$ cat config.mk
export PLATFORM = sky130hd
export DESIGN_NAME = task_9_output_flat
export DESIGN_NICKNAME = d
export VERILOG_FILES = /design/src/rtl/task_9_output_if.sv /design/src/rtl/task_9_output.sv /design/src/flat_wrapper.sv
export SDC_FILE = /design/constraint.sdc
export NUM_CORES = 2
export LEC_CHECK = 0
export CORE_UTILIZATION = 50
export CTS_BUF_LIST = sky130_fd_sc_hd__clkbuf_2
export DETAILED_ROUTE_END_ITERATION = 8
export PLACE_DENSITY = 0.65
export SLEW_MARGIN = 5
export SYNTH_ARGS = -nofsm -noshare
export SYNTH_HDL_FRONTEND = slang
export SYNTH_SLANG_ARGS = --single-unit
$ cat constraint.sdc
create_clock -name i_clk -period 3.5 [get_ports i_clk]
set_input_delay 0.525 -clock i_clk [delete_from_list [all_inputs] [get_ports i_clk]]
set_output_delay 0.525 -clock i_clk [all_outputs]
set_load 0.01 [all_outputs]
$ cat src/rtl/task_9_output_if.sv
// -----------------------------------------------------------------------------
// task_9_output_if
// AXI-Stream byte channel carried between task_9_output and its sink.
//   o_tdata  : 8-bit payload byte           (master -> slave)
//   o_tvalid : beat valid                   (master -> slave)
//   o_tlast  : final beat of the packet     (master -> slave)
//   i_tready : sink can accept a beat       (slave  -> master)
// Signal names keep the o_/i_ prefixes as seen from the master side.
// -----------------------------------------------------------------------------
interface task_9_output_if;
   logic [7:0] o_tdata;
   logic       o_tvalid;
   logic       o_tlast;
   logic       i_tready;

   modport master (
      output o_tdata,
      output o_tvalid,
      output o_tlast,
      input  i_tready
   );

   modport slave (
      input  o_tdata,
      input  o_tvalid,
      input  o_tlast,
      output i_tready
   );
endinterface : task_9_output_if

$ cat src/rtl/task_9_output.sv
// -----------------------------------------------------------------------------
// task_9_output
// Captures one contiguous burst of strobed bytes from the task_9 input stage
// into a packet buffer, then replays it as an AXI-Stream packet with o_tlast
// on the final beat.
//
// Ports
//   i_clk, i_rst : clock, synchronous active-high reset
//   i_data       : byte from the upstream stage, valid when i_enb=1
//   i_enb        : byte strobe
//   axis         : AXI-Stream master (o_tdata, o_tvalid, o_tlast, i_tready)
//   o_pkt_len    : payload byte count of the last captured packet
//   o_busy       : high whenever a packet is being collected, sent or closed
//   o_done       : one-cycle pulse after the last beat has transferred
//   o_ovf        : sticky, set whenever an incoming byte had to be dropped
//
// Build option
//   TASK_9_OUTPUT_CKSUM_EN : when defined, a mod-256 sum of the accepted
//   payload is appended as one extra beat, which then carries o_tlast.
//   o_pkt_len still counts payload bytes only.
//
// Parameters
//   DEPTH : buffer depth in bytes, power of two, at least 4
//   AW    : log2(DEPTH)
// -----------------------------------------------------------------------------
module task_9_output #(
   parameter int DEPTH = 256,
   parameter int AW    = 8
) (
   input  logic                 i_clk,
   input  logic                 i_rst,
   input  logic [7:0]           i_data,
   input  logic                 i_enb,
   task_9_output_if.master      axis,
   output logic [AW:0]          o_pkt_len,
   output logic                 o_busy,
   output logic                 o_done,
   output logic                 o_ovf
);

   typedef enum logic [1:0] {
      S_IDLE,
      S_COLLECT,
      S_SEND,
      S_DONE
   } state_t;

   localparam logic [AW:0] FULL_CNT = (AW+1)'(DEPTH);

   state_t        state_q,  state_d;
   logic [AW-1:0] wr_ptr_q, wr_ptr_d;
   logic [AW-1:0] rd_ptr_q, rd_ptr_d;
   logic [AW:0]   count_q,  count_d;
   logic [AW:0]   pkt_len_q, pkt_len_d;
   logic          ovf_q,    ovf_d;
`ifdef TASK_9_OUTPUT_CKSUM_EN
   logic [7:0]    cksum_q,  cksum_d;
   logic          cks_phase_q, cks_phase_d;  // high while the checksum beat is offered
`endif

   logic [7:0]    buf_q [DEPTH];
   logic          wr_en;
   logic          last_payload;

   // -------------------------------------------------------------------------
   // Next-state and output logic
   // -------------------------------------------------------------------------
   always_comb begin
      // NOTE: every signal assigned here gets a default first, so no path can
      // leave one unassigned and infer a latch.
      state_d       = state_q;
      wr_ptr_d      = wr_ptr_q;
      rd_ptr_d      = rd_ptr_q;
      count_d       = count_q;
      pkt_len_d     = pkt_len_q;
      ovf_d         = ovf_q;
`ifdef TASK_9_OUTPUT_CKSUM_EN
      cksum_d       = cksum_q;
      cks_phase_d   = cks_phase_q;
`endif
      wr_en         = 1'b0;
      axis.o_tdata  = 8'h00;
      axis.o_tvalid = 1'b0;
      axis.o_tlast  = 1'b0;
      o_done        = 1'b0;

      // Pointers never wrap inside a packet, so rd_ptr==count-1 marks the end.
      last_payload  = ({1'b0, rd_ptr_q} == (count_q - (AW+1)'(1)));

      unique case (state_q)
         S_IDLE: begin
            // wr_ptr is always zero here, so the first byte lands at address 0.
            if (i_enb) begin
               wr_en    = 1'b1;
               wr_ptr_d = AW'(1);
               count_d  = (AW+1)'(1);
`ifdef TASK_9_OUTPUT_CKSUM_EN
               cksum_d  = i_data;
`endif
               state_d  = S_COLLECT;
            end
         end

         S_COLLECT: begin
            if (i_enb) begin
               if (count_q == FULL_CNT) begin
                  ovf_d = 1'b1;
               end else begin
                  wr_en    = 1'b1;
                  wr_ptr_d = wr_ptr_q + AW'(1);
                  count_d  = count_q + (AW+1)'(1);
`ifdef TASK_9_OUTPUT_CKSUM_EN
                  cksum_d  = cksum_q + i_data;
`endif
               end
            end else begin
               pkt_len_d = count_q;
               state_d   = S_SEND;
            end
         end

         S_SEND: begin
            if (i_enb) ovf_d = 1'b1;
            axis.o_tvalid = 1'b1;
`ifdef TASK_9_OUTPUT_CKSUM_EN
            if (cks_phase_q) begin
               axis.o_tdata = cksum_q;
               axis.o_tlast = 1'b1;
            end else begin
               axis.o_tdata = buf_q[rd_ptr_q];
            end
            if (axis.i_tready) begin
               if (cks_phase_q)       state_d     = S_DONE;
               else if (last_payload) cks_phase_d = 1'b1;
               else                   rd_ptr_d    = rd_ptr_q + AW'(1);
            end
`else
            axis.o_tdata = buf_q[rd_ptr_q];
            axis.o_tlast = last_payload;
            if (axis.i_tready) begin
               if (last_payload) state_d  = S_DONE;
               else              rd_ptr_d = rd_ptr_q + AW'(1);
            end
`endif
         end

         S_DONE: begin
            if (i_enb) ovf_d = 1'b1;
            o_done   = 1'b1;
            wr_ptr_d = '0;
            rd_ptr_d = '0;
            count_d  = '0;
`ifdef TASK_9_OUTPUT_CKSUM_EN
            cksum_d     = 8'h00;
            cks_phase_d = 1'b0;
`endif
            state_d  = S_IDLE;
         end

         default: state_d = S_IDLE;
      endcase
   end

   assign o_busy    = (state_q != S_IDLE);
   assign o_pkt_len = pkt_len_q;
   assign o_ovf     = ovf_q;

   // -------------------------------------------------------------------------
   // State registers
   // -------------------------------------------------------------------------
   // NOTE: sequential state uses non-blocking assignments so every flop samples
   // the pre-edge values regardless of statement order.
   always_ff @(posedge i_clk) begin
      if (i_rst) begin
         state_q   <= S_IDLE;
         wr_ptr_q  <= '0;
         rd_ptr_q  <= '0;
         count_q   <= '0;
         pkt_len_q <= '0;
         ovf_q     <= 1'b0;
`ifdef TASK_9_OUTPUT_CKSUM_EN
         cksum_q     <= 8'h00;
         cks_phase_q <= 1'b0;
`endif
      end else begin
         state_q   <= state_d;
         wr_ptr_q  <= wr_ptr_d;
         rd_ptr_q  <= rd_ptr_d;
         count_q   <= count_d;
         pkt_len_q <= pkt_len_d;
         ovf_q     <= ovf_d;
`ifdef TASK_9_OUTPUT_CKSUM_EN
         cksum_q     <= cksum_d;
         cks_phase_q <= cks_phase_d;
`endif
      end
   end

   // NOTE: the packet buffer is deliberately not reset; only locations below
   // count are ever read, and count restarts from zero after reset.
   always_ff @(posedge i_clk) begin
      if (wr_en) buf_q[wr_ptr_q] <= i_data;
   end

endmodule : task_9_output

$ cat src/flat_wrapper.sv
// flat-port wrapper written by rule: the top's interface ports become plain ports
module task_9_output_flat 
#(
   parameter int DEPTH = 256,
   parameter int AW    = 8
)
  (i_clk, i_rst, i_data, i_enb, o_pkt_len, o_busy, o_done, o_ovf, axis_o_tdata, axis_o_tvalid, axis_o_tlast, axis_i_tready);
  task_9_output_if axis_i ();
  input  logic i_clk;
  input  logic i_rst;
  input  logic [7:0] i_data;
  input  logic i_enb;
  output logic [AW:0] o_pkt_len;
  output logic o_busy;
  output logic o_done;
  output logic o_ovf;
  output wire logic [$bits(axis_i.o_tdata)-1:0] axis_o_tdata;
  output wire logic [$bits(axis_i.o_tvalid)-1:0] axis_o_tvalid;
  output wire logic [$bits(axis_i.o_tlast)-1:0] axis_o_tlast;
  input wire logic [$bits(axis_i.i_tready)-1:0] axis_i_tready;
  assign axis_o_tdata = axis_i.o_tdata;
  assign axis_o_tvalid = axis_i.o_tvalid;
  assign axis_o_tlast = axis_i.o_tlast;
  assign axis_i.i_tready = axis_i_tready;
  task_9_output #(.DEPTH(DEPTH), .AW(AW)) u_core (.i_clk(i_clk), .i_rst(i_rst), .i_data(i_data), .i_enb(i_enb), .axis(axis_i), .o_pkt_len(o_pkt_len), .o_busy(o_busy), .o_done(o_done), .o_ovf(o_ovf));
endmodule
==> results.sh <==
export IMPL_finalClockSkew_ns=0.160
export IMPL_layout_drive_gt1_share=0.359
export IMPL_place_area_um2=88100
export IMPL_seq_area_frac_synth=0.759
export IMPL_regArea_um2=62400
export IMPL_netlist_instances=4077
export IMPL_synthAdderAreaFrac=0.00167
export IMPL_die_w_um=407
export IMPL_cts_tree="built"
export IMPL_synth_simple_area_share=0.0291
export IMPL_violations="negative setup slack"
export IMPL_synth_distinct_cells=70
export IMPL_period_minus_slack_ns=5.26
export IMPL_drcViolationCount=0
export IMPL_startpoint_type="flop"
export IMPL_powerDensity_nw_per_um2=577
export IMPL_path_delay_family="multiplexers"
export IMPL_crit_fanout=8
export IMPL_timing_fmax_mhz=190
export IMPL_portBuffers=33
export IMPL_p_leak_nw=30.2
export IMPL_drt_iter0_markers=4639
export IMPL_critPathCaptureType="primary output"
export IMPL_num_vias=44600
export IMPL_gp_congestion=0.861
export IMPL_required_ns=2.97
export IMPL_grt_overflow=0
export IMPL_synth_top_flop_cell="edfxtp_1"
export IMPL_cp_cell_sequence="buf_12, buf_12, buf_6, mux4_2, mux4_2, o22a_1, buf_12, o211ai_1, or4b_4, a21bo_4, buf_6"
export IMPL_synth_edf_count=2048
export IMPL_syn_area_um2=82200
export IMPL_setup_slack_ns=-1.76
export IMPL_multi_input_area_um2=19000
export IMPL_utilization=0.583
export IMPL_synthMuxAreaShare=0.153
export IMPL_synth_compound_area_frac=0.0349
export IMPL_synthTopCellsByArea="edfxtp_1 75%, mux4_2 12%, mux2i_1 3.3%"
export IMPL_final_cells=7461
export IMPL_clockBufferDepth=4
export IMPL_hold_viol=0
export IMPL_grt_pass1_wl_um=302000
export IMPL_wl_um=209000
export IMPL_hp_class="in -> reg"
export IMPL_grt_pass1_vias=45300
export IMPL_cp_common_cell="buf_12"
export IMPL_setup_worst_path_class="reg -> out"
export IMPL_numClockSinks=2093
export IMPL_yosysTopAreaCell="edfxtp_1"
export IMPL_worstPathArrival_ns=4.73
export IMPL_setup_violations=9
export IMPL_slew_headroom=0.166
export IMPL_clkTransAtPathRegs_ns=0.11
export IMPL_outcome="finished with violations"
export IMPL_synth_avg_cell_area_um2=20.2
export IMPL_io_pins=34
export IMPL_antenna_found_initial=4
export IMPL_track_usage=0.251
export IMPL_syn_to_final_growth_pct=15.6
export IMPL_mostFrequentLayoutCells="2048 x edfxtp_1, 732 x clkbuf_2, 434 x mux4_2, 391 x buf_4, 308 x nor2_1"
export IMPL_die_h_um=407
export IMPL_fill_cells=12200
export IMPL_cts_buffers=496
export IMPL_antenna_left=0
export IMPL_synth_top_family_by_area="multiplexers"
export IMPL_wl_per_cell_um=28.0
export IMPL_start_util=0.504
export IMPL_cp_num_buf_inv=5
export IMPL_routed_via_density=5.98
export IMPL_tightest_slew_ns=1.25
export IMPL_root_buffer="clkbuf_2"
export IMPL_synth_net_count=4100
export IMPL_htree_levels=5
export IMPL_rsz0062_at_grt="yes"
export IMPL_post_place_cells=6474
export IMPL_yosysWarnings=0
export IMPL_first_pass_iters=8
export IMPL_maxCapViolCount=0
export IMPL_finalCritPeriodShare=1.50
export IMPL_ir_worst_vdd_mv=0.379
export IMPL_ys_ff_latch=2093
export IMPL_synth_xor_area_frac=0.00241
export IMPL_clock_latency_ns=1.91
export IMPL_dp_hpwl_um=128000
export IMPL_layout_commonest_cell="edfxtp_1"
export IMPL_dieArea_um2=166000
export IMPL_grt_max_degree=110
export IMPL_nNetsFinal=4936
export IMPL_slowest_stage="mux4_2"
export IMPL_final_area_um2=95000
export IMPL_async_reset_ff_frac=0
export IMPL_slowest_delay_ns=0.53
export IMPL_core_area_um2=163000
export IMPL_placementRows=148
export IMPL_drv_slew=0
export IMPL_yosysTopAreaCellShare=0.748
## metal layers
metal	wire length (um)	track usage	vias to the layer above
met4	6480	0.0950	2
met2	100000	0.393	2232
met3	19300	0.0592	399
met5	13	0	-
met1	83000	0.344	23100
li1	-	-	18900
## flip-flops by register name (all words and copies together), names as in the netlist, named ones only
name and count:
u_core.rd_ptr_q 8, u_core.buf_q 2048, u_core.count_q 9, u_core.state_q 2, u_core.o_ovf 1, u_core.wr_ptr_q 8, u_core.o_pkt_len 9
## worst min-delay path, delay by kind of cell
family	cells	cell delay, ns
AOI/OAI and AO/OA	3	0.43
buffers and inverters	2	1.10
## cell type report
cell class,count,share of cell area
clock buffers,732,0.0386
repair buffers,592,0.0676
inverters,14,0.000659
diodes,6,0.000158
clock inverters,133,0.00736
well taps,2175,0.0287
flip-flops and latches,2093,0.657
multi-input cells,1716,0.200
## repair_timing
item | 4_1_cts | 5_1_grt
hold buffers | 29 | 0
buffers inserted | 50 | 33
endpoints found under the hold margin | 2093 | 0
gates resized for setup | 249 | 71
cloned | 13 | 1
pin swaps | 42 | 22
setup endpoints to repair | 16 | 9
## metrics by stage
stage	total power [mW]	hold slack, ns	setup WS, ns	TNS [ns]
finish	54.8	0.281	-1.76	-14.45
detailed placement	38.1	0.450	-0.782	-5.02
CTS	54.9	0.0626	-2.03	-16.48
floorplan	35.1	0.473	0.511	0
global route	56.9	0.187	-1.94	-16.11
global placement	38.1	0.447	-0.747	-5.02
## report_power, final
| part | internal [mW] | switching (mW) |
|---|---|---|
| registers | 27.5 | 0.0621 |
| clock network | 6.05 | 9.39 |
| logic | 6.38 | 5.40 |
| total | 40.0 | 14.9 |
## synthesized netlist by cell type (all sizes together), types with 4 or more instances
| cell | instances |
|---|---|
| a211oi | 5 |
| a21boi | 17 |
| a21oi | 85 |
| a31oi | 5 |
| buf | 130 |
| clkbuf | 124 |
| dfxtp | 45 |
| edfxtp | 2048 |
| ha | 11 |
| inv | 14 |
| mux2 | 8 |
| mux2i | 272 |
| mux4 | 434 |
| nand2 | 107 |
| nand2b | 5 |
| nand3 | 21 |
| nand3b | 5 |
| nand4 | 9 |
| nor2 | 312 |
| nor2b | 15 |
| nor3 | 26 |
| nor3b | 4 |
| nor4 | 11 |
| o21ai | 57 |
| o221ai | 125 |
| o22ai | 92 |
| or2 | 7 |
| or3 | 12 |
| or4 | 5 |
| xnor2 | 7 |
| xor2 | 13 |
## cell families after synthesis
| kind of cell | Yosys count |
|---|---|
| simple gates | 553 |
| xor+xnor | 21 |
| flops | 2093 |
| buf+inv | 268 |
| compound gates | 417 |
| mux | 714 |
| fa+ha+maj | 11 |
## path summary, 6_finish.rpt
kind / from / endpoint / slack [ns] / depth (start not counted)
worst min register to register: u_core.o_pkt_len[2] / u_core.o_pkt_len[2] / 0.46 / 2
worst max-delay path: flop / axis_o_tdata[6] / -1.76 / 11
worst min-delay path: axis_i_tready / u_core.state_q[0] / 0.28 / 5
worst max register to register: u_core.state_q[1] / u_core.buf_q[63][2] / 0.24 / 11
No activity file was read; power rests on OpenSTA's default activity.
